File: config.mk
export PLATFORM = sky130hd
export DESIGN_NAME = led_round_scheduler_flat
export DESIGN_NICKNAME = d
export VERILOG_FILES = /design/src/rtl/led_game_pkg.sv /design/src/rtl/led_round_scheduler_if.sv /design/src/rtl/led_round_timer.sv /design/src/rtl/led_round_scheduler.sv /design/src/flat_wrapper.sv
export SDC_FILE = /design/constraint.sdc
export NUM_CORES = 1
export LEC_CHECK = 0
export ABC_AREA = 1
export ABC_CLOCK_PERIOD_IN_PS = 8800
export CAP_MARGIN = 20
export CORE_ASPECT_RATIO = 1.4
export CORE_MARGIN = 2
export CORE_UTILIZATION = 49
export CTS_CLUSTER_SIZE = 40
export DETAILED_ROUTE_END_ITERATION = 10
export PLACE_DENSITY = 0.8
export SLEW_MARGIN = 40
export SYNTH_ARGS = -nofsm -noshare
export SYNTH_HDL_FRONTEND = slang
export SYNTH_SLANG_ARGS = --single-unit
File: constraint.sdc
create_clock -name clk -period 8.8 [get_ports clk]
set_input_delay 1.76 -clock clk [delete_from_list [all_inputs] [get_ports clk]]
set_output_delay 1.76 -clock clk [all_outputs]
set_load 0.01 [all_outputs]
File: src/rtl/led_game_pkg.sv
// rtl/led_game_pkg.sv - shared state type, width helpers and popcount for the LED round scheduler
package led_game_pkg;

    typedef enum logic [2:0] {
        IDLE   = 3'd0,
        SETTLE = 3'd1,
        SHOW   = 3'd2,
        GAP    = 3'd3,
        DONE   = 3'd4
    } state_t;

    // popcount operates on a fixed-width vector; callers zero-extend their
    // NUM_LEDS-wide masks, so NUM_LEDS must not exceed MAX_LEDS.
    localparam int MAX_LEDS = 64;
    localparam int POP_W    = 7;

    // Timer holds at most (longest phase - 1) because it is loaded with N-1.
    function automatic int timer_width(input int settle, input int show, input int gap);
        int m;
        m = settle;
        if (show > m) m = show;
        if (gap > m) m = gap;
        return (m <= 2) ? 1 : $clog2(m);
    endfunction

    function automatic int round_width(input int rounds);
        return $clog2(rounds + 1);
    endfunction

    function automatic int score_width(input int leds, input int rounds);
        return $clog2(leds * rounds + 1);
    endfunction

    function automatic logic [POP_W-1:0] popcount(input logic [MAX_LEDS-1:0] v);
        logic [POP_W-1:0] n;
        n = '0;
        for (int i = 0; i < MAX_LEDS; i++) begin
            n = n + POP_W'(v[i]);
        end
        return n;
    endfunction

endpackage

File: src/rtl/led_round_scheduler_if.sv
// rtl/led_round_scheduler_if.sv - player/LED-bank/display bundle for the LED round scheduler
// master: drives start, led_in, hit; observes enable_out, target_mask,
//         round_active, round_count, score, done.
// slave:  the scheduler side of the same signals.
interface led_round_scheduler_if #(
    parameter int NUM_LEDS   = 8,
    parameter int NUM_ROUNDS = 10
);
    localparam int RW = $clog2(NUM_ROUNDS + 1);
    localparam int SW = $clog2(NUM_LEDS * NUM_ROUNDS + 1);

    logic                start;
    logic [NUM_LEDS-1:0] led_in;
    logic [NUM_LEDS-1:0] hit;
    logic [NUM_LEDS-1:0] enable_out;
    logic [NUM_LEDS-1:0] target_mask;
    logic                round_active;
    logic [RW-1:0]       round_count;
    logic [SW-1:0]       score;
    logic                done;

    modport master (
        output start, led_in, hit,
        input  enable_out, target_mask, round_active, round_count, score, done
    );

    modport slave (
        input  start, led_in, hit,
        output enable_out, target_mask, round_active, round_count, score, done
    );
endinterface

File: src/rtl/led_round_timer.sv
// rtl/led_round_timer.sv - loadable down-counter shared by the SETTLE, SHOW and GAP phases
// Ports: clk, reset (sync active-high), load, load_value, expired.
// Loading N-1 makes expired rise on the Nth cycle after the load edge.
module led_round_timer #(
    parameter int W = 8
) (
    input  logic         clk,
    input  logic         reset,
    input  logic         load,
    input  logic [W-1:0] load_value,
    output logic         expired
);
    logic [W-1:0] count;

    always_ff @(posedge clk) begin
        if (reset) begin
            count <= '0;
        end else if (load) begin
            count <= load_value;
        end else if (count != '0) begin
            count <= count - 1'b1;
        end
    end

    assign expired = (count == '0);
endmodule

File: src/rtl/led_round_scheduler.sv
// rtl/led_round_scheduler.sv - round sequencer for a bank of LED randomisers
// Ports: clk, reset (sync active-high), bus (slave modport: start, led_in, hit
//        in; enable_out, target_mask, round_active, round_count, score, done out).
// Optional macro MISS_PENALTY_EN: misses in SHOW subtract from score, floored at 0.
module led_round_scheduler
    import led_game_pkg::*;
#(
    parameter int NUM_LEDS      = 8,
    parameter int SETTLE_CYCLES = 2,
    parameter int SHOW_CYCLES   = 1000,
    parameter int GAP_CYCLES    = 200,
    parameter int NUM_ROUNDS    = 10
) (
    input  logic                  clk,
    input  logic                  reset,
    led_round_scheduler_if.slave  bus
);
    localparam int TW = timer_width(SETTLE_CYCLES, SHOW_CYCLES, GAP_CYCLES);
    localparam int RW = round_width(NUM_ROUNDS);
    localparam int SW = score_width(NUM_LEDS, NUM_ROUNDS);
    localparam int PW = $clog2(NUM_LEDS + 1);

    state_t              state_q, state_d;
    logic [NUM_LEDS-1:0] enable_q, enable_d;
    logic [NUM_LEDS-1:0] mask_q, mask_d;
    logic [SW-1:0]       score_q, score_d;
    logic [RW-1:0]       round_q, round_d;
    logic                done_q, done_d;
    logic                active_q, active_d;

    logic                timer_load;
    logic [TW-1:0]       timer_value;
    logic                timer_expired;

    logic [NUM_LEDS-1:0] valid;
    logic [NUM_LEDS-1:0] mask_next;
    logic [PW-1:0]       hits;
    logic [SW:0]         score_sum;
    logic [SW-1:0]       score_next;

    led_round_timer #(.W(TW)) u_timer (
        .clk        (clk),
        .reset      (reset),
        .load       (timer_load),
        .load_value (timer_value),
        .expired    (timer_expired)
    );

    // Hit scoring, evaluated every cycle but only committed in SHOW.
    always_comb begin
        valid     = bus.hit & mask_q;
        mask_next = mask_q & ~valid;
        hits      = PW'(popcount(MAX_LEDS'(valid)));
        score_sum = (SW+1)'(score_q) + (SW+1)'(hits);
`ifdef MISS_PENALTY_EN
        begin
            logic [PW-1:0] misses;
            misses = PW'(popcount(MAX_LEDS'(bus.hit & ~mask_q)));
            // Hits and misses of one cycle are netted before the floor.
            if (score_sum >= (SW+1)'(misses)) begin
                score_next = SW'(score_sum - (SW+1)'(misses));
            end else begin
                score_next = '0;
            end
        end
`else
        score_next = SW'(score_sum);
`endif
    end

    // Next-state and next-output logic; every output is registered below.
    always_comb begin
        state_d     = state_q;
        enable_d    = enable_q;
        mask_d      = mask_q;
        score_d     = score_q;
        round_d     = round_q;
        done_d      = done_q;
        active_d    = active_q;
        timer_load  = 1'b0;
        timer_value = '0;

        case (state_q)
            IDLE, DONE: begin
                if (bus.start) begin
                    state_d     = SETTLE;
                    score_d     = '0;
                    round_d     = '0;
                    done_d      = 1'b0;
                    enable_d    = '1;
                    active_d    = 1'b1;
                    timer_load  = 1'b1;
                    timer_value = TW'(SETTLE_CYCLES - 1);
                end
            end
            SETTLE: begin
                if (timer_expired) begin
                    state_d     = SHOW;
                    mask_d      = bus.led_in;
                    enable_d    = bus.led_in;
                    timer_load  = 1'b1;
                    timer_value = TW'(SHOW_CYCLES - 1);
                end
            end
            SHOW: begin
                score_d = score_next;
                // Early exit as soon as every lit target has been hit; an
                // empty capture therefore leaves after one SHOW cycle.
                if (mask_next == '0 || timer_expired) begin
                    state_d     = GAP;
                    round_d     = round_q + 1'b1;
                    mask_d      = '0;
                    enable_d    = '0;
                    active_d    = 1'b0;
                    timer_load  = 1'b1;
                    timer_value = TW'(GAP_CYCLES - 1);
                end else begin
                    mask_d   = mask_next;
                    enable_d = mask_next;
                end
            end
            GAP: begin
                if (timer_expired) begin
                    if (round_q == RW'(NUM_ROUNDS)) begin
                        state_d = DONE;
                        done_d  = 1'b1;
                    end else begin
                        state_d     = SETTLE;
                        enable_d    = '1;
                        active_d    = 1'b1;
                        timer_load  = 1'b1;
                        timer_value = TW'(SETTLE_CYCLES - 1);
                    end
                end
            end
            default: begin
                state_d = IDLE;
            end
        endcase
    end

    always_ff @(posedge clk) begin
        if (reset) begin
            state_q  <= IDLE;
            enable_q <= '0;
            mask_q   <= '0;
            score_q  <= '0;
            round_q  <= '0;
            done_q   <= 1'b0;
            active_q <= 1'b0;
        end else begin
            state_q  <= state_d;
            enable_q <= enable_d;
            mask_q   <= mask_d;
            score_q  <= score_d;
            round_q  <= round_d;
            done_q   <= done_d;
            active_q <= active_d;
        end
    end

    assign bus.enable_out   = enable_q;
    assign bus.target_mask  = mask_q;
    assign bus.score        = score_q;
    assign bus.round_count  = round_q;
    assign bus.done         = done_q;
    assign bus.round_active = active_q;
endmodule

File: src/flat_wrapper.sv
// flat-port wrapper written by rule: the top's interface ports become plain ports
module led_round_scheduler_flat import led_game_pkg::*;
#(
    parameter int NUM_LEDS      = 8,
    parameter int SETTLE_CYCLES = 2,
    parameter int SHOW_CYCLES   = 1000,
    parameter int GAP_CYCLES    = 200,
    parameter int NUM_ROUNDS    = 10
)
  (clk, reset, bus_start, bus_led_in, bus_hit, bus_enable_out, bus_target_mask, bus_round_active, bus_round_count, bus_score, bus_done);
  led_round_scheduler_if #(.NUM_LEDS(NUM_LEDS), .NUM_ROUNDS(NUM_ROUNDS)) bus_i ();
  input  logic clk;
  input  logic reset;
  input wire logic [$bits(bus_i.start)-1:0] bus_start;
  input wire logic [$bits(bus_i.led_in)-1:0] bus_led_in;
  input wire logic [$bits(bus_i.hit)-1:0] bus_hit;
  output wire logic [$bits(bus_i.enable_out)-1:0] bus_enable_out;
  output wire logic [$bits(bus_i.target_mask)-1:0] bus_target_mask;
  output wire logic [$bits(bus_i.round_active)-1:0] bus_round_active;
  output wire logic [$bits(bus_i.round_count)-1:0] bus_round_count;
  output wire logic [$bits(bus_i.score)-1:0] bus_score;
  output wire logic [$bits(bus_i.done)-1:0] bus_done;
  assign bus_i.start = bus_start;
  assign bus_i.led_in = bus_led_in;
  assign bus_i.hit = bus_hit;
  assign bus_enable_out = bus_i.enable_out;
  assign bus_target_mask = bus_i.target_mask;
  assign bus_round_active = bus_i.round_active;
  assign bus_round_count = bus_i.round_count;
  assign bus_score = bus_i.score;
  assign bus_done = bus_i.done;
  led_round_scheduler #(.NUM_LEDS(NUM_LEDS), .SETTLE_CYCLES(SETTLE_CYCLES), .SHOW_CYCLES(SHOW_CYCLES), .GAP_CYCLES(GAP_CYCLES), .NUM_ROUNDS(NUM_ROUNDS)) u_core (.clk(clk), .reset(reset), .bus(bus_i));
endmodule
==> metrics.cfg <==
[status]
outcome=complete, no violations

[logic_synthesis]
ys_seq_area_share_pct=33.50
synth_flop_cell=dfxtp_1
synth_edf_count=0
synthTopCellsByArea=dfxtp_1, nand2_1, inv_1
syn_area_um2=2510
synth_top_area_share_pct=33.50
syn_nets=391
synth_cell_type_count=35
synthCells=356
synth_seq_cells=42
ys_warn_count=0
async_flop_share_pct=0
syn-mean-instance-area_um2=7.050
yosysTopAreaCell=dfxtp_1

[clocking]
cts.repair.resized=0
clk_latency_ns=0.29
clk_pin_slew_ns=0.08
numCtsBuffers=5
cts_sinks=42
root_buffer=clkbuf_8
post-cts-setup-buffers=0
cts_tree=done
max-clock-path-buffers=2
cts_hold_buf=0
htree_num_levels=2

[global_routing]
first_global_vias=2349
antenna_found_initial=0
grt_usage_pct=21.95
grt.overflow.total=0
grt_pass1_wl_um=9915
grt_max_degree=26

[sta]
slew_violations=0
fmax_ghz=0.1833
setup_violations=0
slew_headroom_pct=50.06
fin_skew_ns=0.008564
finalHoldViolCount=0
rsz0062_at_grt=false
period_share_pct=61.99
fin_crit_ns=5.455
tns_ns=0
worstMarginPinSlew_ns=0.7483

[floorplan]
die-width_um=64.49
fp.coreArea_um2=4880
io-pin-count=48
start_util_pct=51.44
die_area_um2=5719
row_count=30
die_h_um=88.68

[worst_hold_path]
holdCritPathClass=flip-flop to flip-flop

[drt]
route.detailed.drc=0
vias=2396
routed_wl_um=5808
wl_per_cell_um=12.38
ant_nets=0
drt_first_pass_iters=4
via_per_inst=5.109
drtIter0Drc=100

[placement]
placed_cells=462
io_buffers=47
placed_area_um2=3023
routabilityCongestion=0.8670
dpl.hpwl_um=4416

[setup_path]
crit_fanout=3
start_kind=primary input
crit_arrival_ns=5.66
r2r_slack_ns=4.89
worst-setup-path-type=primary input to flip-flop
crit_required_ns=9.00
endpoint_kind=flip-flop

[power]
ir_drop_v=0.0001818
leakagePower_nw=1.474
power_density_nw_per_um2=321.3

[cells_and_area]
nFillCells=443
instances_no_fill=469
drive_gt1_share_pct=7.654
fin_area_um2=3136
area_growth_pct=24.93
multi_input_area_um2=1436
diodes=0
layout.nets=440
seqCellArea_um2=840.8

[run]
cap_viol_max_count=0

registers in the layout (all words and copies together) (netlist names):
name                     cells
u_core.u_timer.count        10
u_core.bus.enable_out        8
u_core.bus.target_mask       8
u_core.bus.score             7
u_core.bus.round_count       4
u_core.state_q               3
u_core.bus.done              1
u_core.bus.round_active      1
power breakdown:
group	leakage (nW)	internal [mW]	total, mW	switching (mW)
Clock	0.0573	0.0909	0.158	0.0675
Sequential	0.345	0.254	0.301	0.0469
Combinational	1.07	0.221	0.548	0.327
Total	1.47	0.566	1.01	0.441
path summary, 6_finish.rpt:
check                                          from                               end  cells past startpoint
min reg2reg            u_core.bus.done$_SDFFE_PP0P_      u_core.bus.done$_SDFFE_PP0P_                      2
min                    u_core.bus.done$_SDFFE_PP0P_      u_core.bus.done$_SDFFE_PP0P_                      2
max reg2reg  u_core.bus.target_mask[0]$_SDFFE_PP0P_  u_core.bus.score[3]$_SDFFE_PP0P_                     15
max                                      bus_hit[0]  u_core.bus.score[3]$_SDFFE_PP0P_                     16
cell type report:
type                       count  area share (%)
multi-input combinational    257           45.81
sequential                    42           26.82
timing repair buffer          47           15.00
inverter                      52           6.225
clock buffer                   6           2.634
tap                           64           2.554
clock inverter                 1          0.9577
placed cells by master (no fill, tap or decap), drive strengths merged:
| cell type | Yosys | layout |
|---|---|---|
| a21oi | 17 | 17 |
| a22oi | 1 | 1 |
| a311oi | 1 | 1 |
| a31oi | 4 | 4 |
| bufinv | 0 | 1 |
| clkbuf | 2 | 6 |
| clkdlybuf4s50 | 0 | 47 |
| dfxtp | 42 | 42 |
| fa | 5 | 5 |
| ha | 11 | 11 |
| inv | 52 | 52 |
| nand2 | 93 | 93 |
| nand3 | 16 | 16 |
| nand3b | 1 | 1 |
| nand4 | 1 | 1 |
| nor2 | 57 | 57 |
| nor3 | 7 | 7 |
| o21ai | 34 | 34 |
| o2bb2ai | 1 | 1 |
| o31ai | 1 | 1 |
| or2 | 1 | 1 |
| xnor2 | 1 | 1 |
| xor2 | 5 | 5 |
Yosys cell counts, types with 2 or more instances:
| library cell | count |
|---|---|
| nand2_2 | 5 |
| a21oi_2 | 2 |
| o21ai_0 | 31 |
| nand2_4 | 5 |
| nand3_2 | 2 |
| nor2_1 | 52 |
| xor2_1 | 5 |
| ha_1 | 11 |
| o21ai_1 | 2 |
| nand3_1 | 12 |
| a21oi_1 | 14 |
| nand2_1 | 83 |
| nor2_4 | 3 |
| nand3_4 | 2 |
| a31oi_1 | 4 |
| fa_1 | 5 |
| inv_1 | 52 |
| nor2_2 | 2 |
| dfxtp_1 | 42 |
| nor3_1 | 7 |
routing by layer:
metal  track usage [%]  part of all wire, %  vias up
met1             23.79                   40     1093
met2             41.76                   53       70
met3             4.326                  5.4       14
li1                  -                    -     1219
met5                 0                    0        -
met4             8.511                  2.0        0
metrics by stage:
step	utilization, %	hold slack [ns]	worst slack [ns]	power [mW]
6_report	64.26	0.4563	3.345	1.007
2_1_floorplan	-	0.4622	3.769	0.6897
3_3_place_gp	61.95	0.4449	3.223	0.8370
4_1_cts	64.26	0.4595	3.366	1.013
3_5_place_dp	61.95	0.4468	3.088	0.8519
5_1_grt	64.26	0.4890	3.097	1.099
kinds of logic (layout without fill, tap and decap cells):
family,after synthesis,after routing,share of synthesized area (%)
AO/OA/AOI/OAI,59,59,13.36
XOR/XNOR,6,6,2.094
flip-flops,42,42,33.50
adder cells (fa/ha/maj),16,16,9.472
AND/OR/NAND/NOR,176,176,32.30
buffers and inverters,57,106,9.272
worst max-delay path, stage by stage:
cell and delay, ns:
clkdlybuf4s50_1 0.41, nand2_1 0.07, inv_1 0.04, ha_1 0.28
inv_1 0.08, fa_1 0.44, fa_1 0.49, fa_1 0.45
fa_1 0.40, xnor2_1 0.22, ha_1 0.29, a21oi_1 0.15
nand2_1 0.10, a21oi_1 0.14, o21ai_0 0.15, a21oi_1 0.19
Power figures use the tool's default switching activity.
